### src/rtl/gc_output_collector_pkg.sv
// Shared types and constants for the garbled-circuit output collector.
// Latency: n/a (declarations only).
// Backpressure: n/a (declarations only).
//
// Contents: record type enum, packed record layout, garbler tag encodings.
package gc_collect_pkg;

  localparam int S_W = 8;
  localparam int K_W = 128;

  typedef enum logic [1:0] {
    LABEL = 2'd0,
    KEY   = 2'd1,
    TABLE = 2'd2,
    MASK  = 2'd3
  } rec_type_e;

  // Field order here is the packing order used for FIFO entries:
  // {type, cid, index, data}, type in the MSBs.
  typedef struct packed {
    rec_type_e        rtype;
    logic [S_W-1:0]   cid;
    logic [S_W-1:0]   index;
    logic [K_W-1:0]   data;
  } gc_rec_t;

  localparam logic [2:0] TAG_KEY   = 3'b001;
  localparam logic [2:0] TAG_TABLE = 3'b010;
  localparam logic [2:0] TAG_MASK  = 3'b011;

endpackage

### src/rtl/gc_rec_fifo.sv
// Record FIFO with two ordered write slots and one first-word-fall-through read port.
// Latency: an entry written at edge N is visible on rd_dat from cycle N+1.
// Backpressure: none on the write side (caller must respect count); read holds while rd_rdy=0.
//
// Ports: clk, rst (sync, active-high); wr_n (0..2 entries), wr0_dat before wr1_dat;
//        rd_vld/rd_rdy/rd_dat read handshake; count = occupied entries (0..DEPTH).
module gc_rec_fifo #(
  parameter int W     = 146,
  parameter int DEPTH = 16
) (
  input  logic                       clk,
  input  logic                       rst,
  input  logic [1:0]                 wr_n,
  input  logic [W-1:0]               wr0_dat,
  input  logic [W-1:0]               wr1_dat,
  output logic                       rd_vld,
  input  logic                       rd_rdy,
  output logic [W-1:0]               rd_dat,
  output logic [$clog2(DEPTH):0]     count
);

  localparam int AW = $clog2(DEPTH);
  localparam int CW = AW + 1;

  logic [W-1:0]  mem [DEPTH];
  logic [AW-1:0] wptr;
  logic [AW-1:0] rptr;
  logic          pop;

  assign rd_vld = (count != '0);
  assign pop    = rd_vld && rd_rdy;
  // Zero the read data while empty so the outputs are defined from reset
  // without having to clear the whole storage array.
  assign rd_dat = rd_vld ? mem[rptr] : '0;

  always_ff @(posedge clk) begin
    if (rst) begin
      wptr  <= '0;
      rptr  <= '0;
      count <= '0;
    end else begin
      wptr  <= wptr + AW'(wr_n);
      rptr  <= rptr + AW'(pop);
      count <= count + CW'(wr_n) - CW'(pop);
    end
  end

  // Storage is not reset; validity is tracked entirely by count.
  always_ff @(posedge clk) begin
    if (wr_n != 2'd0) mem[wptr] <= wr0_dat;
    if (wr_n == 2'd2) mem[wptr + AW'(1)] <= wr1_dat;
  end

endmodule

### src/rtl/gc_output_collector.sv
// Decodes garbler output beats into typed records, buffers them, and drains them to the host.
// Latency: record pushed at edge N appears on out_* in cycle N+1 when the buffer was empty.
// Backpressure: out_ready stalls the drain; the garbler cannot be stalled, so whole beats are dropped and overflow is flagged.
//
// Ports: clk, rst (sync, active-high); tag/cid/index0/index1/data0/data1 from the garbler;
//        out_valid/out_ready/out_type/out_cid/out_index/out_data record stream;
//        overflow (sticky), done (end seen and drained), rec_count (records accepted).
module gc_output_collector
  import gc_collect_pkg::*;
#(
  parameter int S     = 8,
  parameter int K     = 128,
  parameter int CC    = 1,
  parameter int DEPTH = 16
) (
  input  logic          clk,
  input  logic          rst,
  input  logic [2:0]    tag,
  input  logic [S-1:0]  cid,
  input  logic [S-1:0]  index0,
  input  logic [S-1:0]  index1,
  input  logic [K-1:0]  data0,
  input  logic [K-1:0]  data1,
  output logic          out_valid,
  input  logic          out_ready,
  output logic [1:0]    out_type,
  output logic [S-1:0]  out_cid,
  output logic [S-1:0]  out_index,
  output logic [K-1:0]  out_data,
  output logic          overflow,
  output logic          done,
  output logic [31:0]   rec_count
);

  localparam int CW = $clog2(DEPTH) + 1;
  localparam int W  = 2 + S + S + K;

  logic          end_seen;
  logic          end_next;
  logic          is_end;
  logic          active;
  logic [1:0]    need;
  logic [1:0]    push_n;
  logic          admit;
  logic          pop;
  logic [W-1:0]  rec0;
  logic [W-1:0]  rec1;
  logic [W-1:0]  rd_dat;
  logic [CW-1:0] count;
  logic [CW-1:0] free;
  logic [CW-1:0] count_next;

  assign is_end = (cid == S'(CC));
  assign active = !end_seen && !is_end;

  // Decode: slot-0 record always lands in rec0 so FIFO order follows slot
  // order; a lone slot-1 label is compacted down into rec0.
  always_comb begin
    need = 2'd0;
    rec0 = '0;
    rec1 = '0;
    if (tag[2]) begin
      if (tag[0] && tag[1]) begin
        need = 2'd2;
        rec0 = {LABEL, cid, index0, data0};
        rec1 = {LABEL, cid, index1, data1};
      end else if (tag[0]) begin
        need = 2'd1;
        rec0 = {LABEL, cid, index0, data0};
      end else if (tag[1]) begin
        need = 2'd1;
        rec0 = {LABEL, cid, index1, data1};
      end
    end else if (tag == TAG_KEY) begin
      need = 2'd2;
      rec0 = {KEY, cid, S'(0), data0};
      rec1 = {KEY, cid, S'(1), data1};
    end else if (tag == TAG_TABLE) begin
      need = 2'd2;
      rec0 = {TABLE, cid, index0, data0};
      rec1 = {TABLE, cid, index1, data1};
    end else if (tag == TAG_MASK) begin
      need = 2'd1;
      rec0 = {MASK, cid, S'(0), data0};
    end
  end

  // Admission ignores a same-cycle pop: free space is judged on the
  // registered count only, so a full FIFO drops even while draining.
  assign free       = CW'(DEPTH) - count;
  assign admit      = active && (CW'(need) <= free);
  assign push_n     = admit ? need : 2'd0;
  assign pop        = out_valid && out_ready;
  assign count_next = count + CW'(push_n) - CW'(pop);
  assign end_next   = end_seen || is_end;

  gc_rec_fifo #(
    .W     (W),
    .DEPTH (DEPTH)
  ) u_fifo (
    .clk     (clk),
    .rst     (rst),
    .wr_n    (push_n),
    .wr0_dat (rec0),
    .wr1_dat (rec1),
    .rd_vld  (out_valid),
    .rd_rdy  (out_ready),
    .rd_dat  (rd_dat),
    .count   (count)
  );

  assign out_type  = rd_dat[W-1 -: 2];
  assign out_cid   = rd_dat[K+S +: S];
  assign out_index = rd_dat[K +: S];
  assign out_data  = rd_dat[K-1:0];

  // done is registered from next-state values so it rises in the cycle
  // right after the final pop (or right after the end marker if empty).
  always_ff @(posedge clk) begin
    if (rst) begin
      end_seen  <= 1'b0;
      overflow  <= 1'b0;
      done      <= 1'b0;
      rec_count <= '0;
    end else begin
      end_seen  <= end_next;
      done      <= end_next && (count_next == '0);
      rec_count <= rec_count + 32'(push_n);
      if (active && !admit) overflow <= 1'b1;
    end
  end

endmodule
### config.mk
export PLATFORM = sky130hd
export DESIGN_NAME = gc_output_collector
export DESIGN_NICKNAME = d
export VERILOG_FILES = /design/src/rtl/gc_output_collector_pkg.sv /design/src/rtl/gc_rec_fifo.sv /design/src/rtl/gc_output_collector.sv
export SDC_FILE = /design/constraint.sdc
export NUM_CORES = 2
export LEC_CHECK = 0
export CORE_MARGIN = 4
export CORE_UTILIZATION = 40
export DETAILED_ROUTE_END_ITERATION = 10
export SETUP_SLACK_MARGIN = 0.02
export SYNTH_ARGS = -nofsm -noshare
export SYNTH_HDL_FRONTEND = slang
export SYNTH_SLANG_ARGS = --single-unit
### constraint.sdc
create_clock -name clk -period 16.69 [get_ports clk]
set_input_delay 5.007 -clock clk [delete_from_list [all_inputs] [get_ports clk]]
set_output_delay 5.007 -clock clk [all_outputs]
set_load 0.1 [all_outputs]
==> summary.md <==
| Metric | Value |
|---|---|
| Status | `finished, final reports clean` |
| Mean number of vias per cell | `6.05` |
| Mux share of post-synthesis cell area | `0.314` |
| Period utilization | `0.672` |
| CP Data Arrival Time | `11720 ps` |
| Total track usage | `0.237` |
| Mapped Cells | `7096` |
| Syn avg cell area | `17.0 um2` |
| Number of hold buffers added after CTS | `0` |
| Sw Ratio | `0.387` |
| Max_slew headroom | `0.0388` |
| Post-CTS Setup Repair Bufs | `0` |
| Drt first pass iters | `5` |
| Post-DRT Antenna Nets | `0` |
| Syn_nets | `7405` |
| CTS clk-pin slew, worst paths | `60 ps` |
| Core area | `300000 um2` |
| Multi-input logic area | `43500 um2` |
| Die X | `557 um` |
| PostCTS Resize Cnt | `0` |
| Non-Filler Instances | `11500` |
| Synth Area in Compound Gates | `0.0198` |
| Filler instances | `26200` |
| CTS tree | `built` |
| Ys Warns | `0` |
| Final Skew | `41.0 ps` |
| Asr flop ratio synth | `0` |
| Switching power | `8.35 mW` |
| Fmax | `89.1 MHz` |
| DR vias | `69400` |
| Flops & latches, synth | `2384` |
| Setup-failing EPs final | `0` |
| HP Class | `register to register` |
| FP Rows | `201` |
| Worst-path fanout max | `43` |
| Clk pwr share | `0.271` |
| CP startpoint kind | `primary input` |
| Unique masters post-synth | `50` |
| EDFF count, synth | `2336` |
| Sequential area share after synthesis | `0.590` |
| Final Hold Fails | `0` |
| Reg power frac | `0.358` |
| Synth Area in Simple Gates | `0.0203` |
| Maximum clock path buffer count | `4` |
| Internal Power | `13.2 mW` |
| Pleak | `39.2 nW` |
| Post-layout nets | `7605` |
| First-pass GRT wire length | `536000 um` |
| Slew Viols, Final | `0` |
| Synthesized area | `120000 um2` |
| Worst EP required | `17190 ps` |
| H-tree depth | `5` |
| Slew @ Worst Pin | `1440 ps` |
| Wire per inst | `32.9 um` |
| Combinational share of power | `0.371` |
| Register area | `71100 um2` |
| Peak VDD IR | `0.246 mV` |
| PwrDens | `160 nW/um2` |
| Detail Placement HPWL | `210000 um` |
| Dpl cells | `11000` |
| CTS buffer count | `273` |
| Clock sink total | `2384` |
| Clock root cell | `clkbuf_16` |
| Initial DRC count | `7504` |
| Largest family of logic cells by synthesized area | `multiplexers` |
| Setup TNS | `0 ps` |
| Share of cells above drive strength 1 | `0.166` |
| Initial antenna violation count | `37` |
| Die height | `557 um` |
| Fin crit period | `11220 ps` |
| Top_reg_cell synth | `edfxtp_1` |
| Final WL | `377000 um` |
| Worst-Skew Late Latency | `900 ps` |
| DRC Markers | `0` |
| Max-cap violation count | `0` |
| Initial core utilization | `0.402` |
| Area growth, synth to finish | `12.1%` |
| Post-synthesis xor/xnor area fraction | `0.00233` |
| Largest net degree at the start of global routing | `113` |
| Post-synthesis adder-cell area fraction | `0.00258` |
| Die Area | `310000 um2` |
| Gr ovfl total | `0` |
| Final RePlAce weighted congestion | `0.772` |
| RSZ-0062 raised after global routing | `no` |
| Num ports | `467` |
| Critical path type | `primary input to register` |
| Via count of the first global-routing pass | `71700` |
| Worst Setup End Kind | `register` |
| IO buf count | `466` |
==> worst max-delay path, cell delays in order <==
cell	delay [ps]
clkdlybuf4s50_1	550
inv_1	160
ha_1	620
nor3_1	300
a21oi_4	170
buf_4	570
ha_1	380
nor2b_1	150
o221ai_1	310
o21ai_4	100
buf_4	290
nor4_4	340
buf_4	850
a31o_4	530
buf_4	480
buf_4	750
==> power by group through the flow <==
stage	clock network, mW	registers (mW)	logic, mW
CTS	5.94	7.74	8.08
global placement	0	7.82	8.02
detailed placement	0	7.86	8.06
global route	6.19	7.78	8.36
finish	5.85	7.73	8.01
floorplan	0	7.86	5.63
==> synth_stat cells (10+ instances only) <==
master    number  area [um2]
inv_1         22        82.6
buf_2         32         160
o41ai_1       16         140
buf_1        100         375
nor2_1        43         161
clkbuf_1     433        1630
nor4_4        15         319
ha_1          20         250
nor2b_1      142         888
buf_4         12        90.1
xor2_1        11        96.3
edfxtp_1    2336       70100
nand3_1       10        50.1
dfxtp_1       48         961
buf_12       100        2000
a31o_1        12         105
a21oi_1       13        65.1
o22ai_1      146         913
nor3_1        24         120
xnor2_1       21         184
mux2i_1     2468       24700
nor4_1        10        62.6
buf_6         33         372
mux4_2       584       13200
buf_8         90        1350
nand2_1      154         578
a22oi_1      136        1020
==> worst paths after layout <==
check | start | end | slack, ps | cells after the start
max | tag[1] | u_fifo.mem[12][119] | 5470 | 16
min | overflow | overflow | 480 | 2
max reg2reg | u_fifo.count[0] | u_fifo.mem[12][119] | 11270 | 13
min reg2reg | overflow | overflow | 480 | 2
==> flip-flops by register name, summed over array words and instances, names as in the netlist <==
register / count
u_fifo.rptr: 4
u_fifo.wptr: 4
done: 1
rec_count: 32
overflow: 1
u_fifo.mem: 2336
u_fifo.count: 5
end_seen: 1
==> metrics by stage <==
| step | util | power [mW] | hold slack, ps | instance area [um2] | setup WS (ps) |
|---|---|---|---|---|---|
| after global routing | 0.450 | 22.3 | 497 | 135000 | 5230 |
| after detailed placement | 0.422 | 15.9 | 465 | 126000 | 4590 |
| after global placement | 0.422 | 15.8 | 479 | 126000 | 4580 |
| final | 0.450 | 21.6 | 478 | 135000 | 5470 |
| after floorplan | - | 13.5 | 472 | 120000 | 5240 |
| after CTS | 0.450 | 21.8 | 482 | 135000 | 5510 |
==> layout by cell type (no fill, tap or decap), types with 12 or more instances in the layout <==
cell	netlist	final
a21oi_1	13	12
a22oi_1	136	135
a31o_4	0	12
buf_12	100	20
buf_4	12	241
bufinv_16	0	16
clkbuf_1	433	69
clkbuf_16	0	278
clkdlybuf4s50_1	0	465
clkinv_1	0	57
clkinv_2	0	31
dfxtp_1	48	45
edfxtp_1	2336	2336
ha_1	20	20
inv_1	22	22
mux2i_1	2468	2468
mux4_2	584	584
nand2_1	154	153
nor2_1	43	42
nor2b_1	142	142
nor3_1	24	24
nor4_4	15	15
o22ai_1	146	146
o41ai_1	16	16
xnor2_1	21	21
==> routing by layer <==
layer  track usage  share of wire  up-vias  routed length [um]
li1              -              -    28700                   -
met1         0.338           0.43    37100              162000
met2         0.376           0.47     3004              176000
met3        0.0453          0.080      506               30200
met4        0.0575          0.024       26                9060
met5             0        0.00049        -                 185
==> kinds of logic (layout without fill, tap and decap cells) <==
| logic type | count (synthesis) | count (layout) |
|---|---|---|
| flops | 2384 | 2384 |
| other cells | 0 | 6 |
| simple gates | 436 | 436 |
| compound gates | 345 | 345 |
| xor+xnor | 32 | 32 |
| buf+inv | 824 | 1230 |
| mux | 3052 | 3052 |
| fa+ha+maj | 23 | 23 |
==> cell type report <==
class / count / share of cell area
Inverter: 23 / 0.000639
Clock inverter: 134 / 0.00937
Clock buffer: 347 / 0.0534
Multi-Input combinational cell: 3888 / 0.322
Sequential cell: 2384 / 0.527
Timing Repair Buffer: 726 / 0.0508
Antenna cell: 6 / 0.000111
Tap cell: 3958 / 0.0367
No activity file was read; power rests on OpenSTA's default activity.
